**src/rtl/mem_access_arbiter_pkg.sv**
```systemverilog
// Shared opcodes, RW encoding and FSM state encoding for the memory access arbiter.
// Latency: none (declarations only).
// Backpressure: n/a.
package mem_access_arbiter_pkg;

  localparam logic [3:0] OP_LDR   = 4'b1010;
  localparam logic [3:0] OP_STR   = 4'b1001;
  localparam logic       RW_READ  = 1'b1;
  localparam logic       RW_WRITE = 1'b0;

  typedef enum logic [1:0] {
    ST_IDLE   = 2'd0,
    ST_ACCESS = 2'd1,
    ST_DONE   = 2'd2
  } state_t;

  // An opcode is serviceable only if it is a load or a store.
  function automatic logic op_is_legal(input logic [3:0] op);
    return (op == OP_LDR) || (op == OP_STR);
  endfunction

endpackage

```
**src/rtl/mem_access_arbiter_arb_priority_sel.sv**
```systemverilog
// Fetch vs load/store grant select: DM wins ties until its streak reaches the cap, then IF.
// Latency: combinational.
// Backpressure: the loser simply keeps its request high; nothing is dropped here.
module arb_priority_sel #(
  parameter int MAX_STREAK = 3
) (
  input  logic       if_req,
  input  logic       dm_req,
  input  logic [3:0] streak,
  output logic       grant_if,
  output logic       grant_dm
);

  localparam logic [3:0] STREAK_CAP = 4'(MAX_STREAK);

  // IF wins when alone or when DM has used up its consecutive-grant allowance.
  always_comb begin
    grant_if = if_req && (!dm_req || (streak == STREAK_CAP));
    grant_dm = dm_req && (!if_req || (streak != STREAK_CAP));
  end

endmodule

```
**src/rtl/mem_access_arbiter.sv**
```systemverilog
// Shares one data RAM between instruction fetch and load/store; serialises accesses.
// Latency: grant -> RAM_LAT access cycles -> one-cycle ack (illegal op: ack next cycle).
// Backpressure: requesters hold req until ack; arbitration only in IDLE, others wait.
module mem_access_arbiter
  import mem_access_arbiter_pkg::*;
#(
  parameter int RAM_LAT    = 2,
  parameter int MAX_STREAK = 3
) (
  input  logic        clk,
  input  logic        reset,
  input  logic        if_req,
  input  logic [15:0] if_addr,
  output logic        if_ack,
  input  logic        dm_req,
  input  logic [3:0]  dm_op,
  input  logic [31:0] dm_addr,
  input  logic [31:0] dm_wdata,
  output logic        dm_ack,
  output logic        dm_err,
  output logic [31:0] rdata,
  output logic        ram_en,
  output logic        ram_rw,
  output logic [15:0] ram_addr,
  output logic [31:0] ram_wdata,
  input  logic [31:0] ram_rdata,
  output logic        busy
);

  localparam logic [3:0] LAT_LOAD   = 4'(RAM_LAT - 1);
  localparam logic [3:0] STREAK_CAP = 4'(MAX_STREAK);

  state_t      state_q, state_d;
  logic [3:0]  lat_cnt_q, lat_cnt_d;
  logic [3:0]  streak_q, streak_d;
  logic        gnt_dm_q, gnt_dm_d;
  logic        if_ack_q, if_ack_d;
  logic        dm_ack_q, dm_ack_d;
  logic        dm_err_q, dm_err_d;
  logic [31:0] rdata_q, rdata_d;
  logic        ram_en_q, ram_en_d;
  logic        ram_rw_q, ram_rw_d;
  logic [15:0] ram_addr_q, ram_addr_d;
  logic [31:0] ram_wdata_q, ram_wdata_d;
  logic        busy_q, busy_d;

  logic grant_if, grant_dm, dm_legal;
  logic unused_dm_addr_hi;

  // Only the low half of the data address reaches the 64K-word RAM.
  assign unused_dm_addr_hi = ^dm_addr[31:16];
  assign dm_legal          = op_is_legal(dm_op);

  arb_priority_sel #(
    .MAX_STREAK (MAX_STREAK)
  ) u_sel (
    .if_req   (if_req),
    .dm_req   (dm_req),
    .streak   (streak_q),
    .grant_if (grant_if),
    .grant_dm (grant_dm)
  );

  // State and datapath registers; reset aborts any access in flight without an ack.
  always_ff @(posedge clk) begin
    if (reset) begin
      state_q     <= ST_IDLE;
      lat_cnt_q   <= '0;
      streak_q    <= '0;
      gnt_dm_q    <= 1'b0;
      if_ack_q    <= 1'b0;
      dm_ack_q    <= 1'b0;
      dm_err_q    <= 1'b0;
      rdata_q     <= '0;
      ram_en_q    <= 1'b0;
      ram_rw_q    <= 1'b0;
      ram_addr_q  <= '0;
      ram_wdata_q <= '0;
      busy_q      <= 1'b0;
    end else begin
      state_q     <= state_d;
      lat_cnt_q   <= lat_cnt_d;
      streak_q    <= streak_d;
      gnt_dm_q    <= gnt_dm_d;
      if_ack_q    <= if_ack_d;
      dm_ack_q    <= dm_ack_d;
      dm_err_q    <= dm_err_d;
      rdata_q     <= rdata_d;
      ram_en_q    <= ram_en_d;
      ram_rw_q    <= ram_rw_d;
      ram_addr_q  <= ram_addr_d;
      ram_wdata_q <= ram_wdata_d;
      busy_q      <= busy_d;
    end
  end

  // Next state: illegal DM ops skip the RAM and go straight to the ack cycle.
  always_comb begin
    state_d = state_q;
    case (state_q)
      ST_IDLE: begin
        if (grant_if)      state_d = ST_ACCESS;
        else if (grant_dm) state_d = dm_legal ? ST_ACCESS : ST_DONE;
      end
      ST_ACCESS: if (lat_cnt_q == '0) state_d = ST_DONE;
      ST_DONE:   state_d = ST_IDLE;
      default:   state_d = ST_IDLE;
    endcase
  end

  // Outputs and counters: acks are set on entry to DONE so they are registered pulses.
  always_comb begin
    lat_cnt_d   = lat_cnt_q;
    streak_d    = streak_q;
    gnt_dm_d    = gnt_dm_q;
    if_ack_d    = 1'b0;
    dm_ack_d    = 1'b0;
    dm_err_d    = 1'b0;
    rdata_d     = rdata_q;
    ram_en_d    = ram_en_q;
    ram_rw_d    = ram_rw_q;
    ram_addr_d  = ram_addr_q;
    ram_wdata_d = ram_wdata_q;
    busy_d      = (state_d != ST_IDLE);
    case (state_q)
      ST_IDLE: begin
        if (grant_if) begin
          gnt_dm_d   = 1'b0;
          streak_d   = '0;
          ram_en_d   = 1'b1;
          ram_rw_d   = RW_READ;
          ram_addr_d = if_addr;
          lat_cnt_d  = LAT_LOAD;
        end else if (grant_dm) begin
          gnt_dm_d = 1'b1;
          if (!if_req)                  streak_d = '0;
          else if (streak_q != STREAK_CAP) streak_d = streak_q + 4'd1;
          if (dm_legal) begin
            ram_en_d    = 1'b1;
            ram_rw_d    = (dm_op == OP_LDR) ? RW_READ : RW_WRITE;
            ram_addr_d  = dm_addr[15:0];
            ram_wdata_d = dm_wdata;
            lat_cnt_d   = LAT_LOAD;
          end else begin
            dm_ack_d = 1'b1;
            dm_err_d = 1'b1;
          end
        end
      end
      ST_ACCESS: begin
        if (lat_cnt_q == '0) begin
          ram_en_d = 1'b0;
          if (ram_rw_q == RW_READ) rdata_d = ram_rdata;
          if (gnt_dm_q) dm_ack_d = 1'b1;
          else          if_ack_d = 1'b1;
        end else begin
          lat_cnt_d = lat_cnt_q - 4'd1;
        end
      end
      default: ;
    endcase
  end

  assign if_ack    = if_ack_q;
  assign dm_ack    = dm_ack_q;
  assign dm_err    = dm_err_q;
  assign rdata     = rdata_q;
  assign ram_en    = ram_en_q;
  assign ram_rw    = ram_rw_q;
  assign ram_addr  = ram_addr_q;
  assign ram_wdata = ram_wdata_q;
  assign busy      = busy_q;

endmodule

```
**config.mk**
```make
export PLATFORM = sky130hd
export DESIGN_NAME = mem_access_arbiter
export DESIGN_NICKNAME = d
export VERILOG_FILES = /design/src/rtl/mem_access_arbiter_pkg.sv /design/src/rtl/mem_access_arbiter_arb_priority_sel.sv /design/src/rtl/mem_access_arbiter.sv
export SDC_FILE = /design/constraint.sdc
export NUM_CORES = 1
export LEC_CHECK = 0
export CAP_MARGIN = 25
export CORE_MARGIN = 2
export CORE_UTILIZATION = 43
export DETAILED_ROUTE_END_ITERATION = 12
export HOLD_SLACK_MARGIN = 0.06
export PLACE_DENSITY = 0.86
export SYNTH_ARGS = -nofsm -noshare
export SYNTH_HDL_FRONTEND = slang
export SYNTH_SLANG_ARGS = --single-unit
```
**constraint.sdc**
```tcl
create_clock -name clk -period 3.08 [get_ports clk]
set_input_delay 0.616 -clock clk [delete_from_list [all_inputs] [get_ports clk]]
set_output_delay 0.616 -clock clk [all_outputs]
set_load 0.1 [all_outputs]
```
Word level (Yosys, flattened, before mapping)

Cells that the tools add are included.

Flip-flop bits (word level): 97
Bits of input ports: 120
Output and inout bits: 86

Add/subtract/negate cells: 2
Equal/unequal tests: 10
Mux-type cells: 35
Bitwise logic cells: 4
Reductions and logical operators: 22

Operator list:

| cell                                                                    | count |
|---|---|
| 16-bit two-way mux                                                      | 3 |
| 4-bit two-way mux                                                       | 8 |
| 1-bit two-way mux                                                       | 16 |
| 4-bit AND reduction                                                     | 3 |
| 3-bit AND reduction                                                     | 3 |
| 4-bit == test, second input constant                                    | 2 |
| 2-bit two-way mux                                                       | 4 |
| 4-bit case mux with 2 select lines                                      | 1 |
| 2-bit nonzero test                                                      | 4 |
| 3-bit inequality test, second input constant                            | 2 |
| 4-bit by 1-bit adder with 4-bit output, second input constant           | 1 |
| 4-bit by 2-bit == test with 1-bit output, second input constant         | 1 |
| 4-bit logical NOT                                                       | 1 |
| 2-bit inequality test, second input constant                            | 2 |
| 4-bit by 2-bit inequality test with 1-bit output, second input constant | 1 |
| 1-bit inverter                                                          | 4 |
| 1-bit case mux with 2 select lines                                      | 2 |
| 2-bit case mux with 2 select lines                                      | 1 |
| 4-bit by 1-bit subtractor with 4-bit output, second input constant      | 1 |
| 1-bit logical OR                                                        | 3 |
| 3-bit by 1-bit inequality test with 1-bit output, second input constant | 1 |
| 3-bit OR reduction                                                      | 1 |
| 2-bit by 1-bit == test with 1-bit output, second input constant         | 1 |
| 1-bit logical AND                                                       | 2 |
| other kinds (4)                                                         | 5 |

Logic depth before layout (Yosys ltp)

Gate-level depths: netlist of the first run.

Depth after elaboration: 7
Mapped depth: 7
Gate-level depth less buffers: 6

Modules after synthesis

Synthesis of the first run repeated with hierarchy kept, for this count alone.

Cell total of the unflattened synthesis: 443
Area total of the unflattened synthesis: 3778.6 um2

Modules (own cells, without submodules):

| module             | instances | cells each | area each (um2) |
|---|---|---|---|
| mem_access_arbiter | 1         | 439        | 3751.1 |
| arb_priority_sel   | 1         | 4          | 27.5 |

Worst setup path after synthesis of the first run

Ideal clock, no wire load.

Path kind: in2reg
Start: input dm_op[0]
End: register ram_addr_q[10], in the netlist ram_addr[10]
Library setup time: 0.087 ns
Arrival: 1.881 ns
Setup slack: 1.112 ns
Stages: 6
Path buffers: 2
Cells stage by stage: xor2_2 -> nand3_2 -> a211o_1 -> buf_6 -> buf_6 -> a221oi_2

Longest elaborated chain between the ends: 4

RTL lines:

| element                                | RTL line                     | RTL |
|---|---|---|
| start: declaration                     | mem_access_arbiter.sv:16     | `input logic [3:0] dm_op,` |
| 4-bit == test                          | mem_access_arbiter_pkg.sv:19 | `return (op == OP_LDR) \|\| (op == OP_STR);` |
| 1-bit logical OR *                     | mem_access_arbiter_pkg.sv:19 |  |
| 2-bit nonzero test (no source line) *  | n/a                          |  |
| 3-bit AND reduction (no source line) * | n/a                          |  |
| end signal: assignment                 | mem_access_arbiter.sv:91     | `ram_addr_q <= ram_addr_d;` |
| end: declaration                       | mem_access_arbiter.sv:43     | `logic [15:0] ram_addr_q, ram_addr_d;` |

Mark *: on every way between the ends. The rest lies on a longest branch, timed or not.
A chain may end at the register's enable or synchronous reset.

Worst setup path in the final report of the first run

Start: register streak_q[0]
End: register ram_rw_q, in the netlist ram_rw

Longest elaborated chain between the ends: 5

RTL lines:

| element                                                                                                             | RTL line                                                                             | RTL |
|---|---|---|
| start: declaration                                                                                                  | mem_access_arbiter.sv:35                                                             | `logic [3:0] streak_q, streak_d;` |
| start signal: assignment                                                                                            | mem_access_arbiter.sv:83                                                             | `streak_q <= streak_d;` |
| 4-bit by 2-bit == test with 1-bit output / 4-bit by 2-bit inequality test with 1-bit output (equally long branches) | mem_access_arbiter_arb_priority_sel.sv:18, mem_access_arbiter_arb_priority_sel.sv:19 |  |
| 1-bit logical OR (on tied branches)                                                                                 | mem_access_arbiter_arb_priority_sel.sv:18, mem_access_arbiter_arb_priority_sel.sv:19 |  |
| 1-bit logical AND (on tied branches)                                                                                | mem_access_arbiter_arb_priority_sel.sv:18, mem_access_arbiter_arb_priority_sel.sv:19 |  |
| 2-bit nonzero test (no source line)                                                                                 | n/a                                                                                  |  |
| 3-bit AND reduction (no source line)                                                                                | n/a                                                                                  |  |
| end signal: assignment                                                                                              | mem_access_arbiter.sv:90                                                             | `ram_rw_q <= ram_rw_d;` |
| end: declaration                                                                                                    | mem_access_arbiter.sv:42                                                             | `logic ram_rw_q, ram_rw_d;` |

Parallel ways exist; a longest one is shown, timed or not.

==> results, run 1 <==
- The flow ran to the end, and the final reports show no timing, DRC or antenna violations.
- The data arrival time of the critical path is between 2000 and 3000 ps.
- The worst relative slew slack is 48.12%.
- The initial antenna violation count came to 0.
- The worst path uses around 75% of the clock period.
- The total congestion overflow after global routing is 0.
- In this run the vertical extent of the chip is 100.5 µm.
- The reported leakage power is 0.002646 µW.
- Entering global routing, the biggest net connects 41 pins.
- The number of placement rows is 35.
- The power per unit of standard cell area is 489.2 nW/µm².
- CTS saw 97 sinks.
- The category of the worst setup path launch point is a flip-flop.
- Summing over every cut layer, the via total after detailed routing is 3721.
- The category of cells accounting for the largest share of critical-path delay is compound AO/OA/AOI/OAI gates.
- The synthesized design contains 97 register bits.
- Of all nets on the critical path, the largest fanout is 18.
- In this run the power spent charging and discharging nets is slightly above 1000 µW.
- By count the netlist is led by sky130_fd_sc_hd__dfxtp_1, sky130_fd_sc_hd__nand2_1, sky130_fd_sc_hd__mux2i_1.
- The overall routing resource usage is 20.55%.
- In this run the tool buffered the top-level ports with 189 buffer cells.
- The first TritonRoute pass finished after 5 iterations.
- After detailed routing, the average wire length per cell comes to roughly 15 µm.
- The number of global-route vias before repair is 3667.
- The slowest stage of the critical path is the sky130_fd_sc_hd__a211o_1 cell.
- The number of max-slew violations in the final report is 0.
- The width of the die is 100.5 µm.
- The critical path in this run is classified as flip-flop to flip-flop.
- The number of distinct library cell variants in the gate-level netlist after synthesis is 40.
- The floorplan step defined a die boundary enclosing slightly above 10000 µm².
- For the worst setup path, the data required time is 3320 ps.
- Dividing the detail-routed via count by the number of cells gives 5.147.
- In this run the clock root is driven by a sky130_fd_sc_hd__clkbuf_8.
- The share of synthesized flip-flops with an asynchronous set or reset is 0%.
- In the post-synthesis netlist, the biggest area contributors are sky130_fd_sc_hd__dfxtp_1, sky130_fd_sc_hd__mux2i_1, sky130_fd_sc_hd__nand2_1.
- The number of setup buffers added after CTS is 0.
- The number of placed I/O pins is 206.
- The weighted congestion reported at the end of routability-driven placement is 0.8487.
- For the final routed database, the setup TNS stands at 0 ps.
- The worst-case clock skew is 11.49 ps.
- Of the synthesized area, sequential elements account for 48.50%.
- The number of levels the H-tree was split into is 3.
- After the first detailed-routing iteration, the DRC count stood at 130.
- The post-route cell area is around 6000 µm².
- The count of final setup violators is 0.
- In this run switching power makes up 34.71% of total power.
- The total nets after synthesis is ~550.
- In this run, synthesis inferred 0 flip-flops with an integrated enable.
- The shortest clock period the worst path allows after layout is 2318 ps.
- The worst-skew pair later-pin latency is 350 ps.
- The commonest register cell after synthesis is sky130_fd_sc_hd__dfxtp_1.
- The biggest area contributor in the post-synthesis netlist is sky130_fd_sc_hd__dfxtp_1.
- The area growth from synthesis to layout is 48.19%.
- The core area is 9153 µm².
- The internal power is 1895 µW.
- Hold repair after CTS inserted 0 buffers.
- The number of gates resized after cts is 0.
- Setup repair after global routing left no endpoint under its margin.
- The peak supply drop is between 200 and 250 µV.
- For this configuration, the core starts out at a cell density of 43.75%.
- Synthesis handed over a netlist of 430 instances.
- The measured slew at the worst slew-check pin is 778.2 ps.
- The fraction of post-synthesis cell area in the top cell type by area is 48.50%.
- The number of diodes is 0.
- The net count of the finished layout is 730.
- Once detail routing completed, the nets flagged for antenna violations numbered 0.
- In this run the deepest clock path goes through 2 buffers.
- The category of the worst setup path capture point is a flip-flop.
- A synthesized cell averages 9.311 µm².
- After legalization and detailed placement, the total HPWL measured 7.684 mm.
- Across the run, the number of max-cap violations was 0.
- The share of total power dissipated in sequential elements is 46.3%.
- The total of fill cells in the finished design is 739.
- Based on the critical path, the design can be clocked at up to 431.4 MHz.
- Yosys printed 0 warnings.
- The total wire length after detailed routing is 10.55 mm.
- sky130_fd_sc_hd__dfxtp_1 is the most common cell in the netlist.
- After clock tree synthesis, the clock-pin slew on the worst setup and hold paths is about 100 ps.
- The tightest min-delay check is of the flip-flop to flip-flop type.
- The mapped cell area is 4004 µm².
- The delay of the slowest cell on the worst path is ~570 ps.
- The fraction of layout instances using a drive strength above 1 is 20.75%.
- The number of buffer and inverter instances along the worst setup path is 0.
- TritonCTS built the clock tree.
- The cell area after placement is 5748 µm².
- The share of total power dissipated in combinational logic is 26.7%.
- The final count of hold timing violations came to 0.
- Walking the worst path, the cells encountered are ha_1 > or3b_1 > a21bo_1 > a211o_1 > a221oi_1.
- The CTS buffer count is 9.
- The first-pass GRT wire length is 16.80 mm.
- The clock power share is 27.0%.
- The remaining routing DRC violations is 0.
## routing by layer
layer | global-route usage [%] | part of all wire, % | vias to the layer above
met2 | 37.89 | 53 | 122
met5 | 0 | 0 | -
met3 | 5.270 | 6.5 | 9
met1 | 23.40 | 39 | 1760
li1 | - | - | 1830
met4 | 5.690 | 1.1 | 0
## worst reg2reg max path, cell delays in order (launching register included)
cell and delay, ps:
sky130_fd_sc_hd__dfxtp_1 380, sky130_fd_sc_hd__ha_1 220, sky130_fd_sc_hd__or3b_1 400, sky130_fd_sc_hd__a21bo_1 250, sky130_fd_sc_hd__a211o_1 570, sky130_fd_sc_hd__a221oi_1 400
## flip-flops by register name, indices dropped and copies added, names as in the netlist
name and count:
busy 1, ram_addr 16, lat_cnt_q 4, gnt_dm_q 1
state_q 2, ram_wdata 32, rdata 32, ram_en 1
dm_err 1, dm_ack 1, if_ack 1, streak_q 4
ram_rw 1
## stage by stage
step           total power, µW  util (%)  hold WS [ps]  cells  worst slack, ps
6_report                  2903     64.83         459.0    723            761.8
4_1_cts                   2938     64.83         462.0    723            729.7
3_5_place_dp              2147     62.80         446.6    707            473.7
5_1_grt                   3025     64.83         479.7    723            634.9
2_1_floorplan             1894         -         422.9    430             1112
3_3_place_gp              2132     62.80         443.2    707            532.2
## cells by family after synthesis
family                     after synthesis  synth area share (%)
and+or+nand+nor                        153                 18.78
muxes                                   50                 12.50
adders and majority gates                3                0.9376
AOI/OAI and AO/OA                       72                 13.19
xor gates and xnor gates                 1                0.4064
buffers and inverters                   54                 5.688
DFF                                     97                 48.50
## power by group through the flow
stage / sequential (µW) / combinational, µW / clock [µW]
floorplan: 1680 / 213 / 0
global placement: 1370 / 763 / 0
detailed placement: 1370 / 775 / 0
CTS: 1340 / 776 / 818
global route: 1350 / 814 / 860
finish: 1340 / 774 / 785
## final cells by class
class,count,area (µm²),share of cell area (%)
Clock buffer,10,137.6,2.320
Clock inverter,6,47.55,0.8013
Inverter,21,78.83,1.329
Multi-Input combinational cell,279,1839,31.00
Sequential cell,97,1942,32.73
Tap cell,111,138.9,2.341
Timing Repair Buffer,199,1749,29.48
## cell usage in the layout, fill, tap and decap left out, types with 3 or more instances in the layout
cell | Yosys | layout
sky130_fd_sc_hd__mux2i_1 | 50 | 50
sky130_fd_sc_hd__a221oi_1 | 10 | 10
sky130_fd_sc_hd__dfxtp_1 | 97 | 97
sky130_fd_sc_hd__inv_1 | 21 | 21
sky130_fd_sc_hd__buf_4 | 0 | 97
sky130_fd_sc_hd__a21oi_1 | 36 | 36
sky130_fd_sc_hd__ha_1 | 3 | 3
sky130_fd_sc_hd__a221oi_2 | 9 | 9
sky130_fd_sc_hd__nand4b_1 | 17 | 17
sky130_fd_sc_hd__nor3_1 | 3 | 3
sky130_fd_sc_hd__clkdlybuf4s50_1 | 0 | 102
sky130_fd_sc_hd__clkbuf_8 | 0 | 10
sky130_fd_sc_hd__inv_6 | 0 | 4
sky130_fd_sc_hd__nand3_1 | 4 | 3
sky130_fd_sc_hd__nand2_1 | 68 | 68
sky130_fd_sc_hd__nor2_1 | 42 | 42
## path summary, 6_finish.rpt
check	slack, ps	endpoint	start	cells past startpoint
min reg2reg	460	ram_wdata[15]	ram_wdata[15]	2
max reg2reg	760	ram_rw	streak_q[0]	5
max	760	ram_rw	streak_q[0]	5
min	460	ram_wdata[15]	ram_wdata[15]	2
Power figures use the tool's default switching activity.
==> run 2, diff against run 1 <==
--- a/config.mk
+++ b/config.mk
@@ -7,10 +7,10 @@
 export LEC_CHECK = 0
 export CAP_MARGIN = 25
 export CORE_MARGIN = 2
-export CORE_UTILIZATION = 43
+export CORE_UTILIZATION = 40
 export DETAILED_ROUTE_END_ITERATION = 12
 export HOLD_SLACK_MARGIN = 0.06
-export PLACE_DENSITY = 0.86
+export PLACE_DENSITY = 0.81
 export SYNTH_ARGS = -nofsm -noshare
 export SYNTH_HDL_FRONTEND = slang
 export SYNTH_SLANG_ARGS = --single-unit
==> constraint.sdc (replaced) <==
create_clock -name clk -period 2.4 [get_ports clk]
set_input_delay 0.48 -clock clk [delete_from_list [all_inputs] [get_ports clk]]
set_output_delay 0.48 -clock clk [all_outputs]
set_load 0.1 [all_outputs]
==> run 2 against run 1 <==
- final cell count increased by 3.5%
- first-iteration DRC count increased by 10%
- sequential share of layout area decreased by 0.74 points
- routed wire length decreased by 0.14%
- global-route usage decreased by 1.2 points
- clock-buffer cell count increased by 1
- fmax increased by 12%
- via count increased by 0.24%
- register-to-register slack got worse by 430 ps
- power increased by 35%
- core utilization decreased by 2.4 points
- critical path type unchanged
- largest power group unchanged
==> results, run 2 (synthesis results as in run 1) <==
- The flow ran to the end, and the final reports show no timing, DRC or antenna violations.
- The worst setup path is launched from a flip-flop.
- Setup repair after global routing left no endpoint under its margin.
- The shortest clock period the worst path allows after layout is 2067 ps (-250.8 ps).
- The remaining antenna violation count after routing was 0 (unchanged).
- The top cell types in the final layout, fill and taps aside, are sky130_fd_sc_hd__clkdlybuf4s50_1, sky130_fd_sc_hd__buf_4, sky130_fd_sc_hd__dfxtp_1.
- The core area is 9729 µm² (+6.3%).
- The data arrival time of the critical path is 2320 ps (-240 ps).
- The first-pass GRT wire length came to 17.40 mm (+3.6%).
- The HPWL reported at the end of detailed placement came to 7.654 mm (-0.38%).
- The measured slew at the worst slew-check pin is 764.3 ps (-13.91 ps).
- The via count is 3730 (+0.24%).
- The clock slew seen by the registers of the worst setup and hold paths came to 80 ps (-20 ps).
- The total congestion overflow after global routing came to 0 (unchanged).
- The number of gates resized after cts was 0 (unchanged).
- The number of buffers added to fix hold violations after cts is 0 (unchanged).
- The required time of the critical path is 2650 ps (-670 ps).
- The routed wirelength normalized by instance count is 14.09 µm (-3.5%).
- The area growth from synthesis to layout is 51.62%.
- The effective utilization at floorplan came to 41.15% (-2.6 points).
- The reported leakage power is 0.002697 µW (+1.9%).
- The commonest non-fill, non-tap cell in the layout is sky130_fd_sc_hd__clkdlybuf4s50_1.
- The total of fill cells in the finished design is 845 (+14%).
- The root buffer cell is sky130_fd_sc_hd__clkbuf_8.
- The number of setup buffers added after CTS is 0 (unchanged).
- The fraction of layout instances using a drive strength above 1 is 21.14% (+0.39 points).
- The internal power came to 2669 µW (+41%).
- The count of final setup violators is 0 (unchanged).
- The number of placement rows is 36 (+2.9%).
- The number of iterations in the first detailed-routing pass was 4 (-1).
- The highest fanout seen on the critical path is 18 (unchanged).
- The switching power as a share of total power is 32.10% (-2.6 points).
- The overall power consumption is 3931 µW (+35%).
- The vertical die dimension is 104.0 µm (+3.5%).
- The clock power share is 30.4% (+3.4 points).
- The number of diodes is 0 (unchanged).
- The signal on the critical path passes through ha_1 > or3b_1 > a21bo_1 > a211o_1 > buf_12 > a221oi_1.
- The detailed router's first-iteration violation count is 143 (+10%).
- The number of max-slew violations in the final report is 0 (unchanged).
- The tightest min-delay check is of the flip-flop to flip-flop type.
- The sum of negative setup slack is 0 ps (unchanged).
- The upper clock frequency limit is 483.7 MHz (+12%).
- The initial antenna violation count came to 0 (unchanged).
- The final instance count without filler cells came to 748 (+3.5%).
- The fraction of the cycle the final worst path needs came to 86.14% (+11 points).
- The final standard cell utilization of the core was 62.40% (-2.4 points).
- The number of global-route vias before repair is 3723 (+1.5%).
- The number of placed I/O pins is 206 (unchanged).
- The switching power total is 1262 µW (+25%).
- The remaining routing DRC violations came to 0 (unchanged).
- The vias per cell is 4.987 (-3.1%).
- The worst relative slew slack is 48.86% (+0.74 points).
- The worst-case clock skew was 12.41 ps (+0.9222 ps).
- The combinational cell fraction of total power is 25.7% (-1.0 points).
- The worst-skew pair later-pin latency is 350 ps (about the same).
- The category of the worst setup path capture point is a flip-flop.
- The width of the die is 104.0 µm (+3.5%).
- The CTS buffer count is 9 (unchanged).
- The total wire length after detailed routing was 10.54 mm (-0.14%).
- The buffer depth of the longest clock path is 2 (unchanged).
- The number of levels the H-tree was split into is 3 (unchanged).
- The number of sinks driven by the clock tree is 97 (unchanged).
- The weighted congestion reported at the end of routability-driven placement was 0.7970 (-6.1%).
- TritonCTS built the clock tree.
- The die area is 10830 µm² (+7.2%).
- The number of buffers added on ports is 189 (unchanged).
- The smallest hold slack came to 460.2 ps (+1.137 ps).
- The number of max-cap violations is 0 (unchanged).
- The master of the slowest instance on the critical path is sky130_fd_sc_hd__or3b_1.
- The final count of hold timing violations is 0 (unchanged).
- The part of the power in registers is 43.8% (-2.5 points).
- The number of nets in the layout was 734 (+0.55%).
- The power per unit of standard cell area is 647.6 nW/µm² (+32%).
- The number of placed cells counting well taps is 733 (+3.7%).
- The peak supply drop is 456.9 µV (+89%).
- The overall routing resource usage is 19.32% (-1.2 points).
- The delay of the slowest cell on the worst path is 400 ps (-170 ps).
- The worst setup path category is flip-flop to flip-flop.
- The maximum number of pins on one net before global-route repair is 41 (unchanged).
## run 2: area by class of cell
type | instances | area, µm² | area share, %
sequential | 97 | 1942 | 31.99
multi-input combinational | 279 | 1839 | 30.30
timing repair buffer | 203 | 1817 | 29.93
tap | 133 | 166.4 | 2.741
clock buffer | 11 | 151.4 | 2.494
inverter | 21 | 78.83 | 1.298
clock inverter | 4 | 76.32 | 1.257
## run 2: final timing paths
check,cells past startpoint,endpoint,start,slack (ps)
setup / recovery,6,ram_addr[2],streak_q[0],330
hold / removal,2,ram_wdata[16],ram_wdata[16],460
setup reg to reg,6,ram_addr[2],streak_q[0],330
hold reg to reg,2,ram_wdata[16],ram_wdata[16],460
## run 2: power by group through the flow
stage | registers (µW) | logic [µW] | clock network, µW
2_1_floorplan | 2160 | 274 | 0
3_3_place_gp | 1760 | 998 | 0
3_5_place_dp | 1760 | 1010 | 0
4_1_cts | 1720 | 1020 | 1230
5_1_grt | 1730 | 1070 | 1290
6_report | 1720 | 1010 | 1200
## run 2: through the flow
| stage | setup WS (ps) | instance area, µm² |
|---|---|---|
| floorplan | 451.5 | 4004 |
| global placement | 166.5 | 5843 |
| detailed placement | 97.52 | 5843 |
| CTS | 315.3 | 6071 |
| global route | 238.3 | 6071 |
| finish | 332.6 | 6071 |
## run 2: worst max-delay path, delay by kind of cell (launching register included)
family	cells	cell delay [ps]
fa+ha+maj	1	220
simple gates	1	400
buf+inv	1	170
flops	1	370
compound gates	3	800
## run 2: metal layers
| metal | GRT usage (%) | routed length [µm] | share of wire, % | vias to the layer above |
|---|---|---|---|---|
| met1 | 22.62 | 4377 | 42 | 1734 |
| met4 | 6.274 | 131 | 1.2 | 0 |
| met3 | 6.015 | 665 | 6.3 | 16 |
| li1 | - | - | - | 1853 |
| met5 | 0 | 0 | 0 | - |
| met2 | 33.60 | 5362 | 51 | 127 |
==> run 3, diff against run 2 <==
--- a/config.mk
+++ b/config.mk
@@ -7,10 +7,11 @@
 export LEC_CHECK = 0
 export CAP_MARGIN = 25
 export CORE_MARGIN = 2
-export CORE_UTILIZATION = 40
+export CORE_UTILIZATION = 60
 export DETAILED_ROUTE_END_ITERATION = 12
+export DONT_BUFFER_PORTS = 1
 export HOLD_SLACK_MARGIN = 0.06
-export PLACE_DENSITY = 0.81
+export PLACE_DENSITY = 0.76
 export SYNTH_ARGS = -nofsm -noshare
 export SYNTH_HDL_FRONTEND = slang
 export SYNTH_SLANG_ARGS = --single-unit
==> run 3 against run 2 <==
- hold slack got worse by 280 ps
- final cell count fell by 22%
- core utilization rose by 13 points
- via count fell by 11%
- global-route usage rose by 6.3 points
- clock-buffer cell count did not move
- critical path type unchanged
- critical endpoint is now ram_addr[11]
==> results, run 3 (synthesis results as in run 1) <==
- The total area of multi-input combinational cells is 1841 µm² (about the same).
- The worst hold path begins at reset.
- The number of global-route vias before repair is 3203 (-14%).
- The combinational cell fraction of total power is 22.6% (-3.1 points).
- The power per unit of standard cell area came to 729.4 nW/µm² (+13%).
- The required time of the critical path is 2650 ps (about the same).
- The reported leakage power is 0.002225 µW (-17%).
- The number of placement rows is 29 (-19%).
- The total congestion overflow after global routing is 0 (unchanged).
- The endpoint of the worst hold path is ram_wdata[12].
- The shortest clock period the worst path allows after layout is 2153 ps (+85.93 ps).
- The clock slew seen by the registers of the worst setup and hold paths is 90 ps (about the same).
- The peak supply drop was 570.1 µV (+25%).
- Setup repair after global routing left no endpoint under its margin.
- From synthesis to final layout, the design area changed by 20.87%.
- The overall routing resource usage is 25.58% (+6.3 points).
- The worst setup path category is flip-flop to flip-flop.
- The worst-case register-to-register setup slack was 250 ps (-90 ps).
- The cell area after placement is 4654 µm² (-20%).
- In the layout the commonest cells are sky130_fd_sc_hd__dfxtp_1, sky130_fd_sc_hd__buf_4, sky130_fd_sc_hd__nand2_1.
- The effective utilization at floorplan is 62.70% (+22 points).
- The overall power consumption is 3530 µW (-10%).
- The number of gates resized after cts was 0 (unchanged).
- The CTS buffer count is 9 (unchanged).
- The width of the die is 85.69 µm (-18%).
- The initial antenna violation count is 0 (unchanged).
- The number of max-slew violations in the final report is 0 (unchanged).
- The die area was 7343 µm² (-32%).
- The final count of hold timing violations is 0 (unchanged).
- The count of final setup violators is 0 (unchanged).
- The switching power as a share of total power is 33.02% (+0.92 points).
- The weighted congestion reported at the end of routability-driven placement came to 0.8960 (+12%).
- The data arrival time of the critical path is 2400 ps (+80 ps).
- The number of iterations in the first detailed-routing pass is 4 (unchanged).
- The upper clock frequency limit is 464.4 MHz (-4.0%).
- The remaining antenna violation count after routing is 0 (unchanged).
- The number of diodes is 0 (unchanged).
- The fraction of layout instances using a drive strength above 1 was 24.01% (+2.9 points).
- The routed wirelength normalized by instance count is 16.10 µm (+14%).
- The number of nets in the layout is 624 (-15%).
- The remaining routing DRC violations is 0 (unchanged).
- The number of cells on the worst hold path is 1 (-1).
- The measured slew at the worst slew-check pin came to 540.9 ps (-223.5 ps).
- The worst relative slew slack was 63.78% (+15 points).
- The worst-case clock skew is 11.33 ps (-1.083 ps).
- The worst setup path is captured at a flip-flop.
- The number of buffers added to fix hold violations after cts is 0 (unchanged).
- The vertical die dimension was 85.69 µm (-18%).
- The flip-flop and latch area was 1942 µm² (unchanged).
- The run finished with clean final reports.
- The category of the worst setup path launch point is a flip-flop.
- The internal power is 2364 µW (-11%).
- The number of buffers added on ports came to 0 (-100%).
- TritonCTS built the clock tree.
- The highest fanout seen on the critical path is 18 (unchanged).
- Clock tree synthesis selected as its root buffer the cell sky130_fd_sc_hd__clkbuf_8.
- The part of the power in registers is 48.6% (+4.8 points).
- The reg-to-reg critical path startpoint is streak_q[0].
- The sum of negative setup slack is 0 ps (unchanged).
- The buffer depth of the longest clock path came to 2 (unchanged).
- The number of levels the H-tree was split into is 3 (unchanged).
- The number of placed I/O pins is 206 (unchanged).
- The clock power share is 28.8% (-1.6 points).
- The detailed router's first-iteration violation count is 168 (+17%).
- The worst-skew pair later-pin latency came to 350 ps (about the same).
- The worst hold path belongs to the class primary input to flip-flop.
- The via count is 3324 (-11%).
- The number of max-cap violations was 0 (unchanged).
- The number of sinks driven by the clock tree is 97 (unchanged).
- The fraction of the cycle the final worst path needs is 89.72% (+3.6 points).
- The HPWL reported at the end of detailed placement is 6.687 mm (-13%).
- The terminus of the critical flop-to-flop path is ram_addr[11].
- The core area came to 6386 µm² (-34%).
- The total wire length after detailed routing is 9.354 mm (-11%).
- The post-route cell area was 4840 µm² (-20%).
- The total of fill cells in the finished design was 499 (-41%).
- The switching power total is 1166 µW (-7.6%).
- The first-pass GRT wire length is 14.90 mm (-14%).
- The number of cell instances on the worst register-to-register path is 5 (-1).
- The maximum number of pins on one net before global-route repair came to 100 (+140%).
- The vias per cell is 5.721 (+15%).
- The number of setup buffers added after CTS is 0 (unchanged).
- Leaving out fill and tap cells, the most frequent cell in the layout is sky130_fd_sc_hd__dfxtp_1.
run 3: stage by stage:
step / std cells / utilization (%) / hold slack, ps / setup WS, ps
after floorplan: 430 / - / 422.9 / 451.5
after global placement: 567 / 72.88 / 436.2 / 262.8
after detailed placement: 567 / 72.88 / 446.1 / 138.3
after CTS: 581 / 75.76 / 169.3 / 111.4
after global routing: 581 / 75.78 / 159.6 / 111.9
final: 581 / 75.78 / 184.9 / 246.7
run 3: cell type report:
class / instances / area share, %
sequential: 97 / 40.12
multi-input combinational: 279 / 38.03
timing repair buffer: 93 / 14.43
clock buffer: 11 / 2.921
tap: 77 / 1.991
inverter: 21 / 1.629
clock inverter: 3 / 0.8790
run 3: critical path, stage by stage (launching register included):
cell	delay, ps
sky130_fd_sc_hd__dfxtp_1	380
sky130_fd_sc_hd__ha_1	220
sky130_fd_sc_hd__or3b_1	410
sky130_fd_sc_hd__a21bo_1	220
sky130_fd_sc_hd__a211o_2	470
sky130_fd_sc_hd__a221oi_2	350
run 3: worst max path at each step:
stage	slack, ps	end	startpoint
detailed placement	140	ram_addr[3]	streak_q[0]
finish	250	ram_addr[11]	streak_q[0]
floorplan	450	ram_addr[10]	streak_q[0]
CTS	110	ram_addr[11]	streak_q[0]
global placement	260	ram_addr[1]	streak_q[0]
global route	110	ram_addr[3]	streak_q[0]
run 3: metal layers:
layer	up-vias	track usage [%]	share of wire, %
met5	-	0	0
met1	1550	29.18	39
met3	22	6.833	7.2
met4	0	10.97	2.8
met2	129	45.03	51
li1	1623	-	-
run 3: power groups by stage:
stage,Sequential [µW],Combinational [µW],Clock (µW)
after CTS,1710,800,1050
after detailed placement,1750,799,0
after global routing,1720,837,1100
after global placement,1750,783,0
final,1710,798,1020
after floorplan,2160,274,0
